$ cat config.mk
export PLATFORM = sky130hd
export DESIGN_NAME = maxpool2x2_flat
export DESIGN_NICKNAME = d
export VERILOG_FILES = /design/src/rtl/maxpool2x2_if.sv /design/src/rtl/maxpool2x2.sv /design/src/flat_wrapper.sv
export SDC_FILE = /design/constraint.sdc
export NUM_CORES = 1
export LEC_CHECK = 0
export CAP_MARGIN = 40
export CORE_MARGIN = 3
export CORE_UTILIZATION = 56
export CTS_CLUSTER_DIAMETER = 150
export DETAILED_ROUTE_END_ITERATION = 6
export PLACE_DENSITY = 0.84
export SLEW_MARGIN = 20
export SYNTH_ARGS = -nofsm -noshare
export SYNTH_HDL_FRONTEND = slang
export SYNTH_SLANG_ARGS = --single-unit
$ cat constraint.sdc
create_clock -name clk -period 3.85 [get_ports clk]
set_input_delay 0.77 -clock clk [delete_from_list [all_inputs] [get_ports clk]]
set_output_delay 0.77 -clock clk [all_outputs]
set_load 0.02 [all_outputs]
$ cat src/rtl/maxpool2x2_if.sv
// Bus bundle between maxpool2x2, its y memory, its z memory and the controller.
// The master side is the pooling block; the slave side is the surrounding system.
interface maxpool2x2_if #(
  parameter int DW  = 8,
  parameter int IAW = 4,
  parameter int OAW = 2
);
  logic                  start;
  logic [IAW-1:0]        y_raddr;
  logic signed [DW-1:0]  y_rdata;
  logic [OAW-1:0]        z_waddr;
  logic signed [DW-1:0]  z_wdata;
  logic                  z_wenable;
  logic                  busy;
  logic                  finish;

  modport master (
    input  start, y_rdata,
    output y_raddr, z_waddr, z_wdata, z_wenable, busy, finish
  );

  modport slave (
    output start, y_rdata,
    input  y_raddr, z_waddr, z_wdata, z_wenable, busy, finish
  );
endinterface

$ cat src/rtl/maxpool2x2.sv
// 2x2 stride-2 signed max pooling from the conv output map (y memory) into z memory.
// Reads one y word per cycle in window order, keeps a running window max, and
// writes one pooled pixel per window. Define MAXPOOL_RELU_EN to clamp negative
// pooled results to zero before they are written.
module maxpool2x2 #(
  parameter int IN_W = 4,
  parameter int IN_H = 4,
  parameter int DW   = 8,
  parameter int IAW  = 4,
  parameter int OAW  = 2
) (
  input  logic         clk,
  input  logic         xrst,
  maxpool2x2_if.master bus
);

  localparam int PW = IN_W / 2;
  localparam int PH = IN_H / 2;
  localparam int CW = (PW > 1) ? $clog2(PW) : 1;
  localparam int RW = (PH > 1) ? $clog2(PH) : 1;

  typedef enum logic [1:0] {IDLE, READ, DRAIN, DONE} state_t;

  state_t               state_q, state_d;
  logic [1:0]           pos_q, pos_d;
  logic [CW-1:0]        pcol_q, pcol_d;
  logic [RW-1:0]        prow_q, prow_d;
  logic                 rvalid_q, rvalid_d;
  logic [1:0]           spos_q, spos_d;
  logic [OAW-1:0]       win_q, win_d;
  logic signed [DW-1:0] max_q, max_d;
  logic signed [DW-1:0] zdata_q, zdata_d;
  logic [OAW-1:0]       zaddr_q, zaddr_d;
  logic                 zwe_q, zwe_d;
  logic                 lastAddr;
  logic signed [DW-1:0] rdata;
  logic signed [DW-1:0] windowMax;
  logic signed [DW-1:0] poolOut;
  logic [IAW-1:0]       readAddr;

  assign rdata    = $signed(bus.y_rdata);
  assign lastAddr = (pos_q == 2'd3) && (pcol_q == CW'(PW - 1)) && (prow_q == RW'(PH - 1));

  // State register; reset aborts any run in progress
  always_ff @(posedge clk or negedge xrst) begin
    if (!xrst) state_q <= IDLE;
    else       state_q <= state_d;
  end

  // Next-state logic; DRAIN lasts until the final sample has been consumed
  always_comb begin
    state_d = state_q;
    unique case (state_q)
      IDLE:    if (bus.start) state_d = READ;
      READ:    if (lastAddr)  state_d = DRAIN;
      DRAIN:   if (!rvalid_q) state_d = DONE;
      DONE:    state_d = IDLE;
      default: state_d = IDLE;
    endcase
  end

  assign bus.busy   = (state_q == READ) || (state_q == DRAIN);
  assign bus.finish = (state_q == DONE);

  // Read-side address: window-major walk, 2x2 pixels inside each window
  always_comb begin
    readAddr = IAW'((2 * int'(prow_q) + int'(pos_q[1])) * IN_W
                    + 2 * int'(pcol_q) + int'(pos_q[0]));
    bus.y_raddr = (state_q == READ) ? readAddr : '0;
  end

  // Running max of the current window plus optional clamp of the final value
  always_comb begin
    if (spos_q == 2'd0)        windowMax = rdata;
    else if (rdata > max_q)    windowMax = rdata;
    else                       windowMax = max_q;
`ifdef MAXPOOL_RELU_EN
    poolOut = windowMax[DW-1] ? '0 : windowMax;
`else
    poolOut = windowMax;
`endif
  end

  // Next values for read counters, consume counters, max register and z outputs
  always_comb begin
    pos_d    = '0;
    pcol_d   = '0;
    prow_d   = '0;
    rvalid_d = (state_q == READ);
    spos_d   = spos_q;
    win_d    = win_q;
    max_d    = max_q;
    zdata_d  = zdata_q;
    zaddr_d  = zaddr_q;
    zwe_d    = 1'b0;
    if (state_q == READ) begin
      pos_d  = pos_q + 2'd1;
      pcol_d = pcol_q;
      prow_d = prow_q;
      if (pos_q == 2'd3) begin
        if (pcol_q == CW'(PW - 1)) begin
          pcol_d = '0;
          prow_d = (prow_q == RW'(PH - 1)) ? '0 : prow_q + RW'(1);
        end else begin
          pcol_d = pcol_q + CW'(1);
        end
      end
    end
    if (rvalid_q) begin
      max_d  = windowMax;
      spos_d = spos_q + 2'd1;
      if (spos_q == 2'd3) begin
        win_d   = win_q + OAW'(1);
        zwe_d   = 1'b1;
        zaddr_d = win_q;
        zdata_d = poolOut;
      end
    end
    if (state_q == DONE) begin
      spos_d = '0;
      win_d  = '0;
    end
  end

  // Datapath registers; z address/data hold between writes
  always_ff @(posedge clk or negedge xrst) begin
    if (!xrst) begin
      pos_q    <= '0;
      pcol_q   <= '0;
      prow_q   <= '0;
      rvalid_q <= 1'b0;
      spos_q   <= '0;
      win_q    <= '0;
      max_q    <= '0;
      zdata_q  <= '0;
      zaddr_q  <= '0;
      zwe_q    <= 1'b0;
    end else begin
      pos_q    <= pos_d;
      pcol_q   <= pcol_d;
      prow_q   <= prow_d;
      rvalid_q <= rvalid_d;
      spos_q   <= spos_d;
      win_q    <= win_d;
      max_q    <= max_d;
      zdata_q  <= zdata_d;
      zaddr_q  <= zaddr_d;
      zwe_q    <= zwe_d;
    end
  end

  assign bus.z_wdata   = zdata_q;
  assign bus.z_waddr   = zaddr_q;
  assign bus.z_wenable = zwe_q;

endmodule
$ cat src/flat_wrapper.sv
// flat-port wrapper written by rule: the top's interface ports become plain ports
module maxpool2x2_flat 
#(
  parameter int IN_W = 4,
  parameter int IN_H = 4,
  parameter int DW   = 8,
  parameter int IAW  = 4,
  parameter int OAW  = 2
)
  (clk, xrst, bus_start, bus_y_rdata, bus_y_raddr, bus_z_waddr, bus_z_wdata, bus_z_wenable, bus_busy, bus_finish);
  maxpool2x2_if #(.DW(DW), .IAW(IAW), .OAW(OAW)) bus_i ();
  input  logic clk;
  input  logic xrst;
  input wire logic [$bits(bus_i.start)-1:0] bus_start;
  input wire logic [$bits(bus_i.y_rdata)-1:0] bus_y_rdata;
  output wire logic [$bits(bus_i.y_raddr)-1:0] bus_y_raddr;
  output wire logic [$bits(bus_i.z_waddr)-1:0] bus_z_waddr;
  output wire logic [$bits(bus_i.z_wdata)-1:0] bus_z_wdata;
  output wire logic [$bits(bus_i.z_wenable)-1:0] bus_z_wenable;
  output wire logic [$bits(bus_i.busy)-1:0] bus_busy;
  output wire logic [$bits(bus_i.finish)-1:0] bus_finish;
  assign bus_i.start = bus_start;
  assign bus_i.y_rdata = bus_y_rdata;
  assign bus_y_raddr = bus_i.y_raddr;
  assign bus_z_waddr = bus_i.z_waddr;
  assign bus_z_wdata = bus_i.z_wdata;
  assign bus_z_wenable = bus_i.z_wenable;
  assign bus_busy = bus_i.busy;
  assign bus_finish = bus_i.finish;
  maxpool2x2 #(.IN_W(IN_W), .IN_H(IN_H), .DW(DW), .IAW(IAW), .OAW(OAW)) u_core (.clk(clk), .xrst(xrst), .bus(bus_i));
endmodule
==> results.json <==
{
  "status": "complete, no violations",
  "max_freq_mhz": 369,
  "synthCells": 135,
  "tritoncts": "built",
  "post_drt_via_cell_ratio": 5.43,
  "drtPass1Iterations": 4,
  "instances_no_fill": 199,
  "ir_worst_vdd_v": 0.000603,
  "hp-class": "reg2reg",
  "antenna_cells": 0,
  "routedWlPerCell_microns": 15.2,
  "p_per_area_nw_per_um2": 774,
  "syn-num-nets": 161,
  "placed_cells": 191,
  "nets": 194,
  "synth_common_cells": "dfrtp_1, ha_1, inv_1, mux2i_1, mux2_4",
  "start_kind": "flip-flop",
  "synth_edf_count": 0,
  "numCtsBuffers": 5,
  "end_kind": "output port",
  "drv_slew": 0,
  "grt_pass1_wl_microns": 5250,
  "start_util": 0.622,
  "gp_congestion": 0.736,
  "clock_path_buffers": 2,
  "postRouteWirelength_microns": 3020,
  "grt_max_degree": 31,
  "finalSetupViolCount": 0,
  "finalSetupTns_ns": 0,
  "cts-resized-gates": 0,
  "grtUsageTotal": 0.206,
  "path_class": "reg2out",
  "clock_latency_ns": 0.33,
  "synth.most_common_cell": "dfrtp_1",
  "die_h_microns": 59.9,
  "setup.worst_path.start": "u_core.state_q[1]",
  "critPathMaxFanout": 11,
  "synth-seq-area-share": 0.462,
  "rows": 18,
  "ant_nets": 0,
  "io_pins": 28,
  "drive_gt1_frac": 0.136,
  "avgSynthCellArea_sq_um": 12.0,
  "syn_area_sq_um": 1630,
  "clock-sinks": 30,
  "synth.distinct_cells": 30,
  "rsz0062_at_grt": "no",
  "cp_data_required_time_ns": 3.08,
  "worst_pin_slew_ns": 0.689,
  "nFillCells": 191,
  "core-area_sq_um": 2610,
  "grt_pass1_vias": 1195,
  "cts_root_buf": "clkbuf_4",
  "antenna_found_initial": 0,
  "clk_pin_slew_ns": 0.09,
  "hold_start": "u_core.pos_q[0]",
  "fp.dieArea_sq_um": 3590,
  "maxSlewHeadroom": 0.539,
  "cp_slowest_stage_delay_ns": 0.60,
  "drc_errors": 0,
  "maxCapViolations": 0,
  "hold_viol": 0,
  "finalInstanceArea_sq_um": 1980,
  "cts_hold_buf": 0,
  "synth_area_leaders": "dfrtp_1, ha_1, mux2i_1, mux2_4, inv_1",
  "async_flop_share": 1.00,
  "fin_skew_ns": 0.0138,
  "overflow": 0,
  "ys_ff_latch": 30,
  "yosys_warnings": 0,
  "path_cells": "inv_1, ha_1, and2_1, clkdlybuf4s50_1",
  "via_count": 1080,
  "port_buffers": 27,
  "power.leakage_nw": 0.982,
  "critPathTopFamily": "buffers and inverters",
  "r2r-start": "u_core.spos_q[0]",
  "crit_arrival_ns": 1.94,
  "hpwl_microns": 2210,
  "final.period_utilization": 0.703,
  "h-tree-depth": 2,
  "area_delta_synth_final_pct": 22.1,
  "cts_setup_buffers": 0,
  "drtIter0Drc": 28,
  "yosys.area.top_type": "dfrtp_1",
  "yosysTopAreaCellShare": 0.462,
  "crit_path_top_delay_cell": "clkdlybuf4s50_1",
  "synthFlopType": "dfrtp_1",
  "cp.buffers_inverters": 2,
  "min_period_ns": 2.71,
  "die_w_microns": 59.9,
  "whs_ns": 0.470,
  "postPlaceCellArea_sq_um": 1920
}
[layout make-up]
type                       instances  area (sq um)  area share
multi-input combinational         88           802       0.404
sequential                        30           751       0.378
timing repair buffer              28           278       0.140
inverter                          15          56.3      0.0284
clock buffer                       7          55.1      0.0277
tap                               30          37.5      0.0189
clock inverter                     1          5.00     0.00252
[sequential cells by signal, summed over array words and instances, names as in the netlist]
name	flops
u_core.bus.z_wdata	8
u_core.pcol_q	1
u_core.pos_q	2
u_core.rvalid_q	1
u_core.bus.z_wenable	1
u_core.state_q	2
u_core.spos_q	2
u_core.win_q	2
u_core.max_q	8
u_core.prow_q	1
u_core.bus.z_waddr	2
[metrics by stage]
| step | utilization | power (mW) | worst slack, ns |
|---|---|---|---|
| floorplan | - | 1.09 | 1.55 |
| global placement | 0.737 | 1.30 | 0.910 |
| detailed placement | 0.737 | 1.35 | 0.831 |
| CTS | 0.760 | 1.56 | 1.10 |
| global route | 0.760 | 1.67 | 0.993 |
| finish | 0.760 | 1.54 | 1.14 |
[layer usage]
layer	routed length (microns)	vias up	global-route usage
met3	162	6	0.0713
met2	1500	28	0.350
met5	0	-	0
met1	1290	519	0.235
li1	-	527	-
met4	71	0	0.0854
[placed cells by master (no fill, tap or decap), types with 2 or more instances in the layout]
cell type and count:
ha_1 15, o21ai_0 2, inv_1 15, nand4_1 2, dfrtp_1 30, nand2_1 7
mux2i_1 15, mux2_4 9, a21oi_1 2, o21ai_2 2, nand2b_1 2, xnor2_1 2
clkdlybuf4s50_1 27, clkbuf_4 5, and2_1 7, xor2_1 3, nor2_1 7
[worst reg2reg max path: stages (launching register included)]
cell     delay [ns]
dfrtp_1        0.41
ha_1           0.16
nand2_1        0.40
nor2_1         0.27
o21ai_2        0.10
a31oi_4        0.38
mux2_4         0.34
[path summary, 6_finish.rpt]
path                       slack, ns                     to  cells after the start
setup / recovery                1.14         bus_y_raddr[2]                      4
hold / removal                  0.47        u_core.pos_q[0]                      1
setup reg to reg                1.67  u_core.bus.z_wdata[0]                      6
hold reg to reg                 0.47        u_core.pos_q[0]                      1
max in group asynchronous       2.75          u_core.prow_q                      2
min in group asynchronous       0.82        u_core.max_q[7]                      2
[kinds of logic after synthesis]
family	count (synthesis)	share of synthesized area
DFF	30	0.462
and+or+nand+nor	29	0.0947
muxes	25	0.182
buffers and inverters	17	0.0446
AOI/OAI and AO/OA	14	0.0739
adders and majority gates	15	0.115
xor gates and xnor gates	5	0.0269
[where the power goes]
part           internal (mW)  switching (mW)
sequential             0.454          0.0955
combinational          0.402           0.387
clock                 0.0884           0.109
total                  0.945           0.592
Power figures use the tool's default switching activity.
